### src/rtl/imem_pkg.sv
// ============================================================================
// imem_pkg : shared constants, state encoding and address helper for the
//            synchronous instruction memory.
// Rev 1.0
// ============================================================================
`default_nettype none

package imem_pkg;

   localparam logic [31:0] NOP_WORD = 32'h0000_0013;

   // Opcodes already in use by the processor core
   localparam logic [6:0] OP_LUI    = 7'b0110111;
   localparam logic [6:0] OP_AUIPC  = 7'b0010111;
   localparam logic [6:0] OP_JAL    = 7'b1101111;
   localparam logic [6:0] OP_JALR   = 7'b1100111;
   localparam logic [6:0] OP_BRANCH = 7'b1100011;
   localparam logic [6:0] OP_LOAD   = 7'b0000011;
   localparam logic [6:0] OP_STORE  = 7'b0100011;
   localparam logic [6:0] OP_IMM    = 7'b0010011;
   localparam logic [6:0] OP_REG    = 7'b0110011;

   typedef enum logic [0:0] {
      ST_CLEAR = 1'b0,
      ST_READY = 1'b1
   } imem_state_t;

   // Byte address to word index; callers truncate to their index width
   function automatic logic [31:0] idx_of(input logic [31:0] addr);
      return {2'b00, addr[31:2]};
   endfunction

endpackage

`default_nettype wire

### src/rtl/sp_ram_rf.sv
// ============================================================================
// sp_ram_rf : one-write / one-read synchronous RAM, read-first, no reset.
// Rev 1.0
// ============================================================================
`default_nettype none

module sp_ram_rf #(
   parameter int DEPTH      = 128,
   parameter int DATA_WIDTH = 32,
   parameter int IDX_W      = $clog2(DEPTH)
) (
   input  logic                  clk,
   input  logic                  i_we,
   input  logic [IDX_W-1:0]      i_waddr,
   input  logic [DATA_WIDTH-1:0] i_wdata,
   input  logic                  i_re,
   input  logic [IDX_W-1:0]      i_raddr,
   output logic [DATA_WIDTH-1:0] o_rdata
);

   logic [DATA_WIDTH-1:0] r_mem [DEPTH];
   logic [DATA_WIDTH-1:0] r_rdata;

   // Both updates are non-blocking, so a same-cycle read sees the old word
   always_ff @(posedge clk) begin
      if (i_we)
         r_mem[i_waddr] <= i_wdata;
      if (i_re)
         r_rdata <= r_mem[i_raddr];
   end

   assign o_rdata = r_rdata;

endmodule

`default_nettype wire

### src/rtl/instruction_memory_sync.sv
// ============================================================================
// instruction_memory_sync : word-aligned instruction store with programming
//                           port, NOP clear sweep and one-cycle fetch.
// Rev 1.0
// ============================================================================
`default_nettype none

module instruction_memory_sync
   import imem_pkg::*;
#(
   parameter int          DATA_WIDTH  = 32,
   parameter int          ADDR_WIDTH  = 32,
   parameter int          DEPTH_WORDS = 128,
   parameter logic [31:0] NOP_WORD    = imem_pkg::NOP_WORD
) (
   input  logic                  clk,
   input  logic                  reset,
   input  logic                  fetch_req,
   input  logic [ADDR_WIDTH-1:0] PC,
   output logic                  ready,
   output logic                  instr_valid,
   output logic [DATA_WIDTH-1:0] instruction,
   output logic                  misaligned_fault,
   output logic                  range_fault,
   input  logic                  prog_we,
   input  logic [ADDR_WIDTH-1:0] prog_addr,
   input  logic [DATA_WIDTH-1:0] prog_data,
   output logic                  prog_err
);

   localparam int IDX_W = $clog2(DEPTH_WORDS);
   localparam logic [DATA_WIDTH-1:0] c_NOP = DATA_WIDTH'(NOP_WORD);
   localparam logic [IDX_W-1:0] c_LAST_IDX = IDX_W'(DEPTH_WORDS - 1);

   imem_state_t            r_state;
   imem_state_t            w_next;
   logic [IDX_W-1:0]       r_clr_cnt;
   logic                   r_ready;
   logic                   r_valid;
   logic                   r_mis;
   logic                   r_rng;
   logic                   r_out_nop;
   logic                   r_perr;

   logic [IDX_W-1:0]       w_fetch_idx;
   logic [IDX_W-1:0]       w_prog_idx;
   logic                   w_fetch_mis;
   logic                   w_fetch_rng;
   logic                   w_fetch_acc;
   logic                   w_prog_ok;
   logic                   w_clr_we;
   logic                   w_ram_we;
   logic [IDX_W-1:0]       w_ram_waddr;
   logic [DATA_WIDTH-1:0]  w_ram_wdata;
   logic                   w_ram_re;
   logic [DATA_WIDTH-1:0]  w_ram_rdata;

   assign w_fetch_idx = IDX_W'(idx_of(32'(PC)));
   assign w_prog_idx  = IDX_W'(idx_of(32'(prog_addr)));
   assign w_fetch_mis = |PC[1:0];
   assign w_fetch_rng = |PC[ADDR_WIDTH-1:IDX_W+2];
   assign w_fetch_acc = fetch_req & r_ready;
   assign w_prog_ok   = prog_we & r_ready & ~reset & ~(|prog_addr[1:0])
                        & ~(|prog_addr[ADDR_WIDTH-1:IDX_W+2]);

   // Clear sweep and programming port never overlap since prog needs ready
   assign w_clr_we    = (r_state == ST_CLEAR) & ~reset;
   assign w_ram_we    = w_clr_we | w_prog_ok;
   assign w_ram_waddr = w_clr_we ? r_clr_cnt : w_prog_idx;
   assign w_ram_wdata = w_clr_we ? c_NOP : prog_data;
   assign w_ram_re    = w_fetch_acc & ~w_fetch_mis & ~w_fetch_rng;

   sp_ram_rf #(
      .DEPTH      (DEPTH_WORDS),
      .DATA_WIDTH (DATA_WIDTH),
      .IDX_W      (IDX_W)
   ) u_ram (
      .clk     (clk),
      .i_we    (w_ram_we),
      .i_waddr (w_ram_waddr),
      .i_wdata (w_ram_wdata),
      .i_re    (w_ram_re),
      .i_raddr (w_fetch_idx),
      .o_rdata (w_ram_rdata)
   );

   always_comb begin
      w_next = r_state;
      case (r_state)
         ST_CLEAR: if (r_clr_cnt == c_LAST_IDX) w_next = ST_READY;
         ST_READY: w_next = ST_READY;
         default:  w_next = ST_CLEAR;
      endcase
   end

   always_ff @(posedge clk) begin
      if (reset) begin
         r_state   <= ST_CLEAR;
         r_clr_cnt <= '0;
         r_ready   <= 1'b0;
         r_valid   <= 1'b0;
         r_mis     <= 1'b0;
         r_rng     <= 1'b0;
         r_out_nop <= 1'b1;
         r_perr    <= 1'b0;
      end else begin
         r_state <= w_next;
         r_ready <= (w_next == ST_READY);
         if (r_state == ST_CLEAR)
            r_clr_cnt <= r_clr_cnt + 1'b1;
         r_valid <= w_fetch_acc;
         r_mis   <= w_fetch_acc & w_fetch_mis;
         r_rng   <= w_fetch_acc & w_fetch_rng;
         // Output word follows the RAM only for clean fetches, else NOP; holds otherwise
         if (w_fetch_acc)
            r_out_nop <= w_fetch_mis | w_fetch_rng;
         r_perr <= prog_we & ~w_prog_ok;
      end
   end

   assign ready            = r_ready;
   assign instr_valid      = r_valid;
   assign misaligned_fault = r_mis;
   assign range_fault      = r_rng;
   assign prog_err         = r_perr;
   assign instruction      = r_out_nop ? c_NOP : w_ram_rdata;

endmodule

`default_nettype wire
### config.mk
export PLATFORM = sky130hd
export DESIGN_NAME = instruction_memory_sync
export DESIGN_NICKNAME = d
export VERILOG_FILES = /design/src/rtl/imem_pkg.sv /design/src/rtl/sp_ram_rf.sv /design/src/rtl/instruction_memory_sync.sv
export SDC_FILE = /design/constraint.sdc
export NUM_CORES = 2
export LEC_CHECK = 0
export BUFFER_PORTS_ARGS = -buffer_cell sky130_fd_sc_hd__clkbuf_2
export CORE_ASPECT_RATIO = 2
export CORE_MARGIN = 3
export CORE_UTILIZATION = 44
export CTS_CLUSTER_DIAMETER = 40
export CTS_CLUSTER_SIZE = 10
export DETAILED_ROUTE_END_ITERATION = 16
export GPL_TIMING_DRIVEN = 0
export SYNTH_ARGS = -nofsm -noshare
export SYNTH_HDL_FRONTEND = slang
export SYNTH_HIERARCHICAL = 1
export SYNTH_SLANG_ARGS = --single-unit
### constraint.sdc
create_clock -name clk -period 4.63 [get_ports clk]
set_input_delay 0.463 -clock clk [delete_from_list [all_inputs] [get_ports clk]]
set_output_delay 0.463 -clock clk [all_outputs]
set_load 0.02 [all_outputs]
[Yosys cells after proc, flatten, opt, wreduce, memory -nomap -nowiden]
Memories as Yosys holds them, arrays and structs flattened. A register that Yosys moved wholly into a read port is not among the register bits.
Index checks and enable logic that the tools add are counted.
Storage, ports and cells
  output and inout bits: 37
  memories kept: 1
  register bits after elaboration: 13
  word-level logic and storage cells: 41
  bits of input ports: 100
  RAM bits: 4096
Cells by class
  muxes and demuxes: 7
  equality and inequality tests: 1
  bitwise gates (word level): 20
  reductions and logical operators: 4
  add/subtract/negate cells: 1
Memory list
  u_ram.r_mem: words 128, width 32, rd ports 1, clocked after Yosys merged registers in 1, wr ports 1, RTL line sp_ram_rf.sv:21  | logic [DATA_WIDTH-1:0] r_mem [DEPTH];
Operator list (number)
  $mux W32: 2
  $reduce_or A23 Y1: 2
  $and A1 B1 Y1: 11
  $add A7 B1 Y7 const B: 1
  $eq A7 B7 Y1 const B: 1
  $mux W7: 1
  $not A1 Y1: 7
  $reduce_or A2 Y1: 2
  $mux W1: 3
  $or A1 B1 Y1: 2
  $pmux W1 S2: 1

[Logic depth before layout (Yosys ltp)]
  word-level depth: 7
  gate-level depth with buffers: 9
  depth with buffers taken out: 6

[By module]
Netlist, hierarchy kept.
By module, submodules not included
  sp_ram_rf: instances 1, seq. area each 123958.9 um^2, area an instance 156596.4 um^2, cells an instance 5990
  instruction_memory_sync: instances 1, seq. area each 260.2 um^2, area an instance 1158.6 um^2, cells an instance 148

[Least setup slack after synthesis]
Ideal clock, no wire load.
  path kind: register to register
  from: reg, netlist name ready
  to: mem u_ram.r_mem[0][24], data pin
  clock period less this slack: 4.932 ns
  data required time: 3.803 ns
  library setup time: 0.827 ns
  slack: -0.302 ns
  cell stages (with the launch flop): 6
  path buffers: 3
  arrival: 4.105 ns
  cell sequence: dfxtp_1 -> buf_6 -> nor2_1 -> buf_4 -> buf_6 -> nor2b_1
RTL lines (RTL line)
  end, declared: sp_ram_rf.sv:21

[Worst setup path in the final report]
  from: reg r_ready (netlist: ready)
  to: mem u_ram.r_mem[36][15], enable pin
On the way
  elaborated cells between the ends (all ways): 10
  classes of those cells: mux: 3; bitwise: 7
RTL lines
  start, declared: RTL line instruction_memory_sync.sv:38  | logic r_ready;
  start signal, assigned: RTL line instruction_memory_sync.sv:108  | r_ready <= (w_next == ST_READY);
  $not A1 Y1
  $and A1 B1 Y1
  $mux W7
  named net w_ram_waddr[2]: RTL line instruction_memory_sync.sv:53  | logic [IDX_W-1:0] w_ram_waddr;
The timed path passes the listed nets, and every way through them passes these cells.

==> flow_summary.json <==
{
  "status": "finished, violations left",
  "violations": "max-capacitance violations, max-slew violations, negative setup slack",
  "hold_slack_ps": 79.6,
  "setup_viol": 461,
  "nets": 7240,
  "core_area_um2": 356000,
  "slowest_stage": "nor2_4",
  "initial_core_util_pct": 44.3,
  "syn-cell-area_um2": 158000,
  "gr-max-usage-layer": "met2",
  "vias": 73900,
  "required_ps": 5250,
  "hold_violations": 0,
  "yosysUniqueCellTypes": 38,
  "r2r_slack_ps": -150,
  "crit_path_end_kind": "flip-flop",
  "grt_max_degree": 77,
  "synth_fp_nets": 6239,
  "setup_ws_ps": -147,
  "io_pins": 137,
  "grt.total_usage_pct": 25.7,
  "ys_seq_area_share_pct": 78.7,
  "grt_pass1_vias": 77500,
  "clock_latency_ps": 970,
  "place_ws_ps": -1160,
  "drive_gt1_share_pct": 37.4,
  "vias_per_cell": 6.06,
  "startpoint_type": "flip-flop",
  "routabilityCongestion": 0.933,
  "numCtsBuffers": 459,
  "clkSinkCount": 4141,
  "synth_edf_count": 4128,
  "ant_nets": 0,
  "htree_levels": 5,
  "fin_crit_sh_pct": 103,
  "worstHoldStart": "prog_data[6]",
  "worstPathMaxFanout": 23,
  "dieArea_um2": 366000,
  "fmax_ghz": 0.209,
  "r2r_end": "u_ram/r_mem[36][15]$_DFFE_PP_",
  "yosys_register_bits": 4141,
  "first_pass_iters": 5,
  "crit_chain": "buf_6 > nor2_4 > buf_4 > mux2_2 > clkbuf_1 > nor2b_1 > nand2_1 > clkbuf_2 > buf_12 > nor2_4 > buf_12",
  "period_minus_slack_ps": 4780,
  "synthArstFlopShare_pct": 0,
  "final_area_um2": 186000,
  "dieWidth_um": 429,
  "cts_root_buffer": "clkbuf_16",
  "placed_area_um2": 171000,
  "synth_top_area_share_pct": 78.6,
  "cts_max_path_buffers": 4,
  "syn_inst": 6138,
  "synthTopCellsByArea": "edfxtp_1, mux4_2, clkbuf_1",
  "cap_viol_max_count": 2,
  "worstPathArrival_ps": 5400,
  "grt_use_met3_pct": 3.85,
  "crit_type": "reg2reg",
  "detail_route.wl_per_cell_um": 38.7,
  "drtIter0Drc": 9305,
  "p_leak_nw": 57.5,
  "use_met1_pct": 26.9,
  "clk_pin_slew_ps": 50,
  "syn2layout_area_growth_pct": 17.8,
  "post-dp-hpwl_um": 329000,
  "hold_class": "in2reg",
  "wirelength_um": 471000,
  "synth_most_common_cell": "edfxtp_1",
  "drc_errors": 0,
  "synth_warnings": 6,
  "gr-usage-met2_pct": 44.8,
  "fill_cells": 26700,
  "grt_pass1_wl_um": 641000,
  "powerDensity_nw_per_um2": 419,
  "slew_violations": 11,
  "whs_path_depth": 2,
  "grt_overflow_total": 0,
  "chipHeight_um": 853,
  "io_buffers": 129,
  "antenna_found_initial": 96,
  "whs_endpoint": "u_ram/r_mem[2][6]$_DFFE_PP_",
  "synthTopCellsByCount": "edfxtp_1, mux4_2, clkbuf_1",
  "reg2reg_depth": 11,
  "rr_startpoint": "ready$_SDFF_PP0_",
  "slowest_delay_ps": 550,
  "avgSynthCellArea_um2": 25.7,
  "peakVddDrop_v": 0.000337,
  "fin_skew_ps": 57.5,
  "num_rows": 310,
  "worstMarginPinSlew_ps": 1590,
  "synth_ff_type": "edfxtp_1",
  "rsz0062_at_grt": "true",
  "synth_top_area_cell": "edfxtp_1",
  "cts_tree": "yes",
  "slew_headroom_pct": -6.00
}
per-layer routing:
layer | routed length, um | part of all wire (%)
met1 | 144000 | 31
met5 | 114 | 0.024
met3 | 29000 | 6.2
met2 | 249000 | 53
met4 | 48700 | 10
layout make-up:
class / instances / area [um^2] / area share [%]
Multi-Input combinational cell: 1671 / 33400 / 18.0
Timing Repair Buffer: 540 / 8010 / 4.31
Antenna cell: 307 / 768 / 0.413
Inverter: 1 / 3.75 / 0.00202
Sequential cell: 4141 / 124000 / 66.8
Buffer: 325 / 1430 / 0.769
Clock inverter: 16 / 194 / 0.104
Tap cell: 4680 / 5860 / 3.15
Clock buffer: 510 / 12000 / 6.44
worst max-delay path: cells and delay by family (launching register included):
| family | cells | cell delay, ps |
|---|---|---|
| simple gates | 4 | 1930 |
| flops | 1 | 310 |
| mux | 1 | 190 |
| buf+inv | 6 | 1930 |
per-stage QoR:
| stage | setup TNS [ps] | util, % | std cells | power [mW] |
|---|---|---|---|---|
| floorplan | -853190 | - | 6138 | 44.6 |
| global route | -18420 | 52.1 | 12200 | 79.7 |
| finish | -25300 | 52.1 | 12200 | 77.8 |
| CTS | -648 | 51.8 | 11900 | 78.3 |
| detailed placement | -2308510 | 47.9 | 11200 | 47.0 |
| global placement | - | 46.1 | 10900 | 46.8 |
where the power goes:
part | leakage (nW) | switching (mW) | internal (mW)
Combinational | 13.9 | 3.12 | 1.72
Clock | 5.96 | 13.5 | 18.0
Sequential | 37.7 | 0.0266 | 41.4
sequential cells by signal, summed over array words and instances (netlist names):
register / cells
u_ram/o_rdata: 32
prog_err: 1
instr_valid: 1
range_fault: 1
misaligned_fault: 1
u_ram/r_mem: 4096
r_out_nop: 1
r_clr_cnt: 7
ready: 1
logic make-up (layout without fill, tap and decap cells):
logic type,after synthesis,count (layout),share of synthesized area [%]
and+or+nand+nor,270,270,0.841
adders and majority gates,1,1,0.00793
other,0,307,0
muxes,1384,1384,19.5
DFF,4141,4141,78.7
AOI/OAI and AO/OA,13,13,0.0539
xor gates and xnor gates,3,3,0.0167
buffers and inverters,326,1392,0.867
timing repair:
item / CTS / global route
endpoints found under the setup margin: 3524 / 891
hold buffers: 19 / 0
gates resized for setup: 17 / 2
pin swaps: 58 / 7
cloned: 0 / 0
hold endpoints to repair: 103 / 0
buffers inserted: 107 / 23
worst max path at each step:
stage / start / to / slack, ps / cells past startpoint
floorplan: ready$_SDFF_PP0_ / u_ram/r_mem[0][24]$_DFFE_PP_ / -300 / 5
global placement: reset / u_ram/r_mem[118][17]$_DFFE_PP_ / -6810 / 4
detailed placement: reset / u_ram/r_mem[21][11]$_DFFE_PP_ / -1160 / 10
CTS: ready$_SDFF_PP0_ / u_ram/r_mem[92][17]$_DFFE_PP_ / -30 / 10
global route: ready$_SDFF_PP0_ / u_ram/r_mem[36][15]$_DFFE_PP_ / -120 / 11
finish: ready$_SDFF_PP0_ / u_ram/r_mem[36][15]$_DFFE_PP_ / -150 / 11
layout by cell type, fill, tap and decap left out, types with 6 or more instances in the layout:
master         instances
nand3_1                7
edfxtp_1            4128
dfxtp_1               13
nand2_1               17
nor3_2                 7
nor2_1                 8
nor4_1                 8
buf_2                 85
clkbuf_4               6
clkbuf_2             157
mux4_2              1344
buf_1                 44
nand3_2                6
diode_2              307
clkbuf_16            472
buf_4                 71
nor2_4               120
buf_16                59
nor2b_4               29
buf_12               233
clkbuf_1             191
nor2b_1               35
buf_6                 35
dlygate4sd3_1         19
mux2_2                39
Power figures use the tool's default switching activity.
